## src/rtl/aspiradora_scheduler.sv

```systemverilog
// Mission scheduler for the robot vacuum. It arbitrates the start button,
// the dirt, obstacle and battery sensors and the dock contact, and times the
// cleaning and evasion bursts. It drives the registered on/cleaning/evading/
// return_home commands for the downstream vacuum state FSM.
module aspiradora_scheduler #(
    parameter int         EVADE_CYCLES = 8,
    parameter int         CLEAN_CYCLES = 16,
    parameter logic [7:0] BATT_LOW     = 8'd32,
    parameter logic [7:0] BATT_FULL    = 8'd240
) (
    input  logic       clk,
    input  logic       power_off,
    input  logic       start_btn,
    input  logic       dirt_det,
    input  logic       obstacle_det,
    input  logic [7:0] batt_level,
    input  logic       docked,
    output logic       on,
    output logic       cleaning,
    output logic       evading,
    output logic       return_home,
    output logic [2:0] state_o,
    output logic [7:0] clean_count
);

    typedef enum logic [2:0] {
        IDLE    = 3'd0,
        EXPLORE = 3'd1,
        EVADE   = 3'd2,
        CLEAN   = 3'd3,
        DOCK    = 3'd4,
        CHARGE  = 3'd5
    } state_t;

    // Timer reload values: the burst lasts LOAD+1 cycles because tmr=0 is
    // itself one cycle spent in the state.
    localparam logic [7:0] EVADE_LOAD = 8'(EVADE_CYCLES - 1);
    localparam logic [7:0] CLEAN_LOAD = 8'(CLEAN_CYCLES - 1);

    state_t     state;
    state_t     state_nxt;
    logic [7:0] tmr;
    logic [7:0] tmr_nxt;
    logic [7:0] count_nxt;
    logic       low;

    // Completed-burst counter sticks at its maximum instead of wrapping.
    function automatic logic [7:0] sat_inc(input logic [7:0] v);
        return (v == 8'hFF) ? v : v + 8'd1;
    endfunction

    assign low     = (batt_level < BATT_LOW);
    assign state_o = state;

    // Next-state, shared timer and burst counter; cases are in priority order.
    always_comb begin
        state_nxt = state;
        tmr_nxt   = tmr;
        count_nxt = clean_count;
        case (state)
            IDLE: begin
                if (start_btn && !low) state_nxt = EXPLORE;
            end
            EXPLORE: begin
                if (start_btn) begin
                    state_nxt = IDLE;
                end else if (low) begin
                    state_nxt = DOCK;
                end else if (obstacle_det) begin
                    state_nxt = EVADE;
                    tmr_nxt   = EVADE_LOAD;
                end else if (dirt_det) begin
                    state_nxt = CLEAN;
                    tmr_nxt   = CLEAN_LOAD;
                end
            end
            EVADE: begin
                if (tmr != 8'd0) begin
                    tmr_nxt = tmr - 8'd1;
                end else if (obstacle_det) begin
                    tmr_nxt = EVADE_LOAD;
                end else if (low) begin
                    state_nxt = DOCK;
                end else begin
                    state_nxt = EXPLORE;
                end
            end
            CLEAN: begin
                if (obstacle_det) begin
                    state_nxt = EVADE;
                    tmr_nxt   = EVADE_LOAD;
                end else if (low) begin
                    state_nxt = DOCK;
                end else if (start_btn) begin
                    state_nxt = IDLE;
                end else if (!dirt_det || tmr == 8'd0) begin
                    state_nxt = EXPLORE;
                    count_nxt = sat_inc(clean_count);
                end else begin
                    tmr_nxt = tmr - 8'd1;
                end
            end
            DOCK: begin
                if (docked) state_nxt = CHARGE;
            end
            CHARGE: begin
                if (batt_level >= BATT_FULL) state_nxt = IDLE;
            end
            default: state_nxt = IDLE;
        endcase
    end

    // State, timer, counter and Moore outputs decoded from the next state so
    // the commands are registered alongside the state they belong to.
    always_ff @(posedge clk) begin
        if (power_off) begin
            state       <= IDLE;
            tmr         <= 8'd0;
            clean_count <= 8'd0;
            on          <= 1'b0;
            cleaning    <= 1'b0;
            evading     <= 1'b0;
            return_home <= 1'b0;
        end else begin
            state       <= state_nxt;
            tmr         <= tmr_nxt;
            clean_count <= count_nxt;
            on          <= (state_nxt == EXPLORE) || (state_nxt == EVADE) ||
                           (state_nxt == CLEAN)   || (state_nxt == DOCK);
            cleaning    <= (state_nxt == CLEAN);
            evading     <= (state_nxt == EVADE) ||
                           ((state_nxt == DOCK) && obstacle_det);
            return_home <= (state_nxt == DOCK);
        end
    end

endmodule

```

## config.mk

```make
export PLATFORM = sky130hd
export DESIGN_NAME = aspiradora_scheduler
export DESIGN_NICKNAME = d
export VERILOG_FILES = /design/src/rtl/aspiradora_scheduler.sv
export SDC_FILE = /design/constraint.sdc
export NUM_CORES = 1
export LEC_CHECK = 0
export CAP_MARGIN = 20
export CORE_MARGIN = 2
export CORE_UTILIZATION = 25
export CTS_CLUSTER_SIZE = 12
export DETAILED_ROUTE_END_ITERATION = 16
export GPL_ROUTABILITY_DRIVEN = 0
export PLACE_DENSITY = 0.56
export SLEW_MARGIN = 0
export SYNTH_ARGS = -nofsm -noshare
export SYNTH_HDL_FRONTEND = slang
export SYNTH_SLANG_ARGS = --single-unit
```

## constraint.sdc

```tcl
create_clock -name clk -period 1.8 [get_ports clk]
set_input_delay 0.45 -clock clk [delete_from_list [all_inputs] [get_ports clk]]
set_output_delay 0.45 -clock clk [all_outputs]
set_load 0.01 [all_outputs]
```

======== After elaboration in Yosys (flattened, before gate mapping) ========
Index checks and enable logic that the tools add are counted.
W data, S select, Z words.
cells by class
  muxes and demuxes ....................... 26
  $add $sub $neg .......................... 2
  equality and inequality tests ........... 17
  bitwise logic cells ..................... 4
  reductions and logical operators ........ 15
  $lt $le $gt $ge ......................... 2
operators by type and width
  kind                   count
  $mux W8                10
  $mux W3                14
  $pmux W8 S3            1
  $pmux W3 S6            1
  $ne A3 B3 Y1 const B   5
  $eq A3 B2 Y1 const B   4
  $eq A3 B3 Y1 const B   3
  $add A8 B1 Y8 const B  1
  $eq A8 B8 Y1 const B   1
  $ge A8 B8 Y1 const B   1
  $logic_not A8 Y1       1
  $lt A8 B6 Y1 const B   1
  $reduce_and A8 Y1      1
  $reduce_bool A8 Y1     1
  $sub A8 B1 Y8 const B  1
  $eq A3 B1 Y1 const B   2
  $reduce_and A6 Y1      1
  $logic_or A1 B1 Y1     5
  $ne A2 B2 Y1 const B   2
  $not A1 Y1             4
  $logic_not A3 Y1       1
  $reduce_bool A3 Y1     1
  $logic_and A1 B1 Y1    2
  $logic_not A1 Y1       2
word-level totals
  output and inout port bits .............. 15
  register bits after elaboration ......... 23
  logic and storage cells ................. 73
  bits of input ports ..................... 14

======== Logic depth before layout (Yosys ltp) ========
  word-level depth ........................ 11
  mapped depth ............................ 8
  mapped depth without buffers ............ 7

======== Least setup slack after synthesis ========
Ideal clock, no wire load.
  kind .................................... flip-flop to flip-flop
  from .................................... register tmr[0]
  to ...................................... register tmr[2]
  path buffers ............................ 1
  required time ........................... 1.681 ns
  stages on the path, launching flop included .. 9
  period minus slack after synthesis ...... 1.909 ns
  data arrival time ....................... 1.790 ns
  path slack .............................. -0.109 ns
  path through ............................ dfxtp_1 inv_1 ha_1 or4b_1 buf_2 a2bb2oi_2 o211ai_4 nor3_1 o221a_1
between the ends
  cells in the longest elaborated chain, start to end .. 6
  elaborated cells between the ends (all ways) .. 13
  classes of those cells .................. add/sub: 1; eq/ne: 2; mux: 6; reduce/logical: 4
ends and longest elaborated chain
  item                      RTL line  source
  start: declaration        42        logic [7:0] tmr;
  start signal: assignment  126       tmr <= tmr_nxt;
  $sub A8 B1 Y8             79, 100
  $mux W8                   96        end else if (!dirt_det || tmr == 8'd0) begin
  $mux W8                   94        end else if (start_btn) begin
  $mux W8                   92        end else if (low) begin
  $mux W8                   89        if (obstacle_det) begin
  $pmux W8 S3               60        case (state)
Several ways; a longest one is shown, not always the timed one. The select of a mux whose other input is x is not followed.
A chain may end at the register's enable or synchronous reset.

======== Worst setup path after layout ========
  from .................................... register tmr[0]
  to ...................................... register tmr[1]
Same word-level chain as after synthesis.

==> metrics.md <==
| Metric | Value |
|---|---|
| Synthesized Nets | 171 |
| Setup ws final | -0.182 ns |
| R2r endpoint | tmr[1] |
| FP Rows | 26 |
| Post-synthesis instance area | 1310 um2 |
| Final Instance Area | 2190 um2 |
| Fin. max-slew vios | 0 |
| Final period util | 1.10 |
| Failing checks | setup timing |
| Starting Density | 0.257 |
| Grt total ovfl | 0 |
| Slew @ Worst Pin | 0.383 ns |
| Crit-path slowest cell | or4b_4 |
| P&R area growth vs syn | 68.2% |
| FF+latch count, synth | 23 |
| Vias in the first global route | 1420 |
| Post-Synthesis Cells | 154 |
| Die area | 5810 um2 |
| Max-Cap Viols | 0 |
| FFs w/ async S/R, synth | 0 |
| Worst path bufs/invs | 3 |
| Die Wd | 76.3 um |
| I/O Buffers | 24 |
| Placed inst area | 1990 um2 |
| WP data arrival | 2.17 ns |
| Crit end category | flop |
| Status | finished with violations |
| Crit path launch type | flop |
| CTS root buf | clkbuf_8 |
| Clock-pin slew on the worst setup and hold paths | 0.08 ns |
| DRT Pass-1 Iters | 4 |
| Critical path type | flop to flop |
| Synthesis Warnings | 0 |
| # IOs | 29 |
| Launch point of the worst hold path | tmr[6] |
| Hold Fails Final Rpt | 0 |
| Worst VDD drop | 0.505 mV |
| Worst stage delay on the critical path | 0.49 ns |
| Top_reg_cell synth | dfxtp_1 |
| Hold EP | tmr[6] |
| Crit-path cells | inv_2, ha_4, or4b_4, buf_6, o311a_1, buf_6, nand2_1, nor3_1, a211oi_2 |
| Worst hold stages | 2 |
| Hold-fix buffers, CTS | 0 |
| Post-Synthesis Mean Instance Area | 8.47 um2 |
| Clk_lat worst skew | 0.26 ns |
| Initial antenna violation count | 0 |
| Reg-to-reg startpoint | tmr[0] |
| Post-synthesis cell type count | 46 |
| Final ANT Viol Nets | 0 |
| Register area share after synthesis | 0.353 |
| Die Y | 76.3 um |
| Maximum number of pins on one net before global-route repair | 22 |
| Most frequent CP cell | buf_6 |
| Worst rel slew slack | 0.742 |
| Max Freq | 0.505 GHz |
| CTS sink count | 23 |
| Gr usage total | 0.132 |
| R2R depth | 9 |
| Clock skew | 0.00190 ns |
| DR WL/cell | 12.3 um |
| Crit path max-delay family | simple AND/OR/NAND/NOR gates |
| RSZ-0062 raised after global routing | yes |
| Final #Nets | 245 |
| Vias per cell | 4.72 |
| # setup viols final | 21 |
| Via total after detailed routing | 1402 |
| # diodes | 0 |
| Remaining DRCs | 0 |
| Clk buf depth | 2 |
| Leakage Power | 0.868 nW |
| Area of the core | 5070 um2 |
| CTS tree | built |
| Routed wire length | 3660 um |
| Final Critical Period | 1.98 ns |
| Share of cells above drive strength 1 | 0.357 |
| Hold WC Path Type | flop to flop |
| Num CTS Buffers | 3 |
| Power per standard cell area | 598 nW/um2 |
| DRT iter0 DRCs | 20 |
| Worst hold margin | 0.477 ns |
| Htree depth | 1 |
| First-pass GRT wire length | 6380 um |
| R2r setup slk | -0.18 ns |
| Worst-path maximum fanout | 3 |
| CP required | 1.99 ns |
| Hpwl dp | 2800 um |
| Post-synth EDFFs | 0 |
==> per-layer routing <==
| layer | share of wire | routed length, um | track usage |
|---|---|---|---|
| met4 | 0.011 | 39 | 0.0255 |
| met3 | 0.033 | 121 | 0.0296 |
| met2 | 0.50 | 1840 | 0.233 |
| met5 | 0 | 0 | 0 |
| met1 | 0.45 | 1670 | 0.165 |
==> layout make-up <==
| class | instances | area [um2] |
|---|---|---|
| Tap cell | 70 | 87.6 |
| Clock buffer | 4 | 45.0 |
| Inverter | 7 | 26.3 |
| Timing Repair Buffer | 74 | 651 |
| Multi-Input combinational cell | 119 | 918 |
| Sequential cell | 23 | 467 |
| Fill cell | 538 | 2880 |
==> repair_timing <==
action | in CTS | in global routing
cloned | 0 | 0
gates resized for setup | 16 | 15
endpoints found under the setup margin | 24 | 24
buffers inserted | 3 | 2
pin swaps | 5 | 7
==> worst max path at each step <==
stage	startpoint	to	cells past startpoint	slack (ns)
finish	tmr[0]	tmr[1]	9	-0.18
global route	tmr[0]	tmr[6]	8	-0.27
CTS	tmr[0]	tmr[3]	9	-0.21
detailed placement	batt_level[6]	tmr[5]	7	-0.37
global placement	batt_level[6]	tmr[5]	7	-0.36
floorplan	tmr[0]	tmr[2]	8	-0.07
==> state kept, by name, indices dropped and copies added, names as in the netlist <==
| signal | cells |
|---|---|
| on | 1 |
| return_home | 1 |
| cleaning | 1 |
| evading | 1 |
| tmr | 8 |
| clean_count | 8 |
| state_o | 3 |
==> synthesized netlist by cell type (all sizes together) (2+ instances only) <==
master / n / share of area
nand4: 3 / 0.014
dfxtp: 23 / 0.35
nor4: 3 / 0.014
o211ai: 2 / 0.022
nor2: 19 / 0.055
a31oi: 2 / 0.0096
or4: 3 / 0.017
o21ai: 8 / 0.034
buf: 3 / 0.012
a211oi: 2 / 0.019
a21o: 2 / 0.012
nand3: 7 / 0.027
clkbuf: 2 / 0.0058
o41ai: 2 / 0.013
nor3: 6 / 0.023
or3: 3 / 0.014
o31ai: 2 / 0.012
nand2: 10 / 0.031
inv: 7 / 0.020
and3: 5 / 0.024
a21oi: 11 / 0.042
xor2: 7 / 0.047
ha: 3 / 0.029
==> per-stage QoR <==
step           setup slack, ns  setup TNS, ns  std cells   util  power, W
2_1_floorplan          -0.0727         -0.347        154      -  0.000746
5_1_grt                 -0.272          -4.68        297  0.432   0.00138
4_1_cts                 -0.205          -3.32        295  0.416   0.00130
6_report                -0.182          -2.67        297  0.432   0.00131
3_3_place_gp            -0.361          -6.30        288  0.391  0.000930
3_5_place_dp            -0.374          -6.48        288  0.391  0.000933
==> placed cells by master, fill, tap and decap left out, drive strengths merged, types with 2 or more instances in the layout <==
cell type / count
buf: 50
clkdlybuf4s50: 24
dfxtp: 23
nor2: 19
a21oi: 11
nand2: 10
o21ai: 8
xor2: 7
inv: 7
nand3: 7
nor3: 6
and3: 5
clkbuf: 4
or3: 3
nor4: 3
or4: 3
nand4: 3
ha: 3
a21o: 2
a31oi: 2
o31ai: 2
a211oi: 2
o211ai: 2
o41ai: 2
==> cells by family (layout without fill, tap and decap cells) <==
logic type               after synthesis  count (layout)  share of synthesized area
AND/OR/NAND/NOR                       66              66                      0.263
AO/OA/AOI/OAI                         43              43                      0.271
flip-flops                            23              23                      0.353
buffers and inverters                 12              85                     0.0374
XOR/XNOR                               7               7                     0.0470
adder cells (fa/ha/maj)                3               3                     0.0288
==> report_power, final <==
| group | switching [W] | internal, W | total, W | leakage (nW) |
|---|---|---|---|---|
| clock | 0.000162 | 0.000158 | 0.000320 | 0.0228 |
| combinational | 0.000211 | 0.000243 | 0.000454 | 0.658 |
| sequential | 0.0000104 | 0.000527 | 0.000537 | 0.188 |
==> tightest hold or removal path, stage by stage (launching register included) <==
cell     delay [ns]
dfxtp_1        0.32
o31ai_1        0.06
a21oi_1        0.06
No activity file was read; power rests on OpenSTA's default activity.
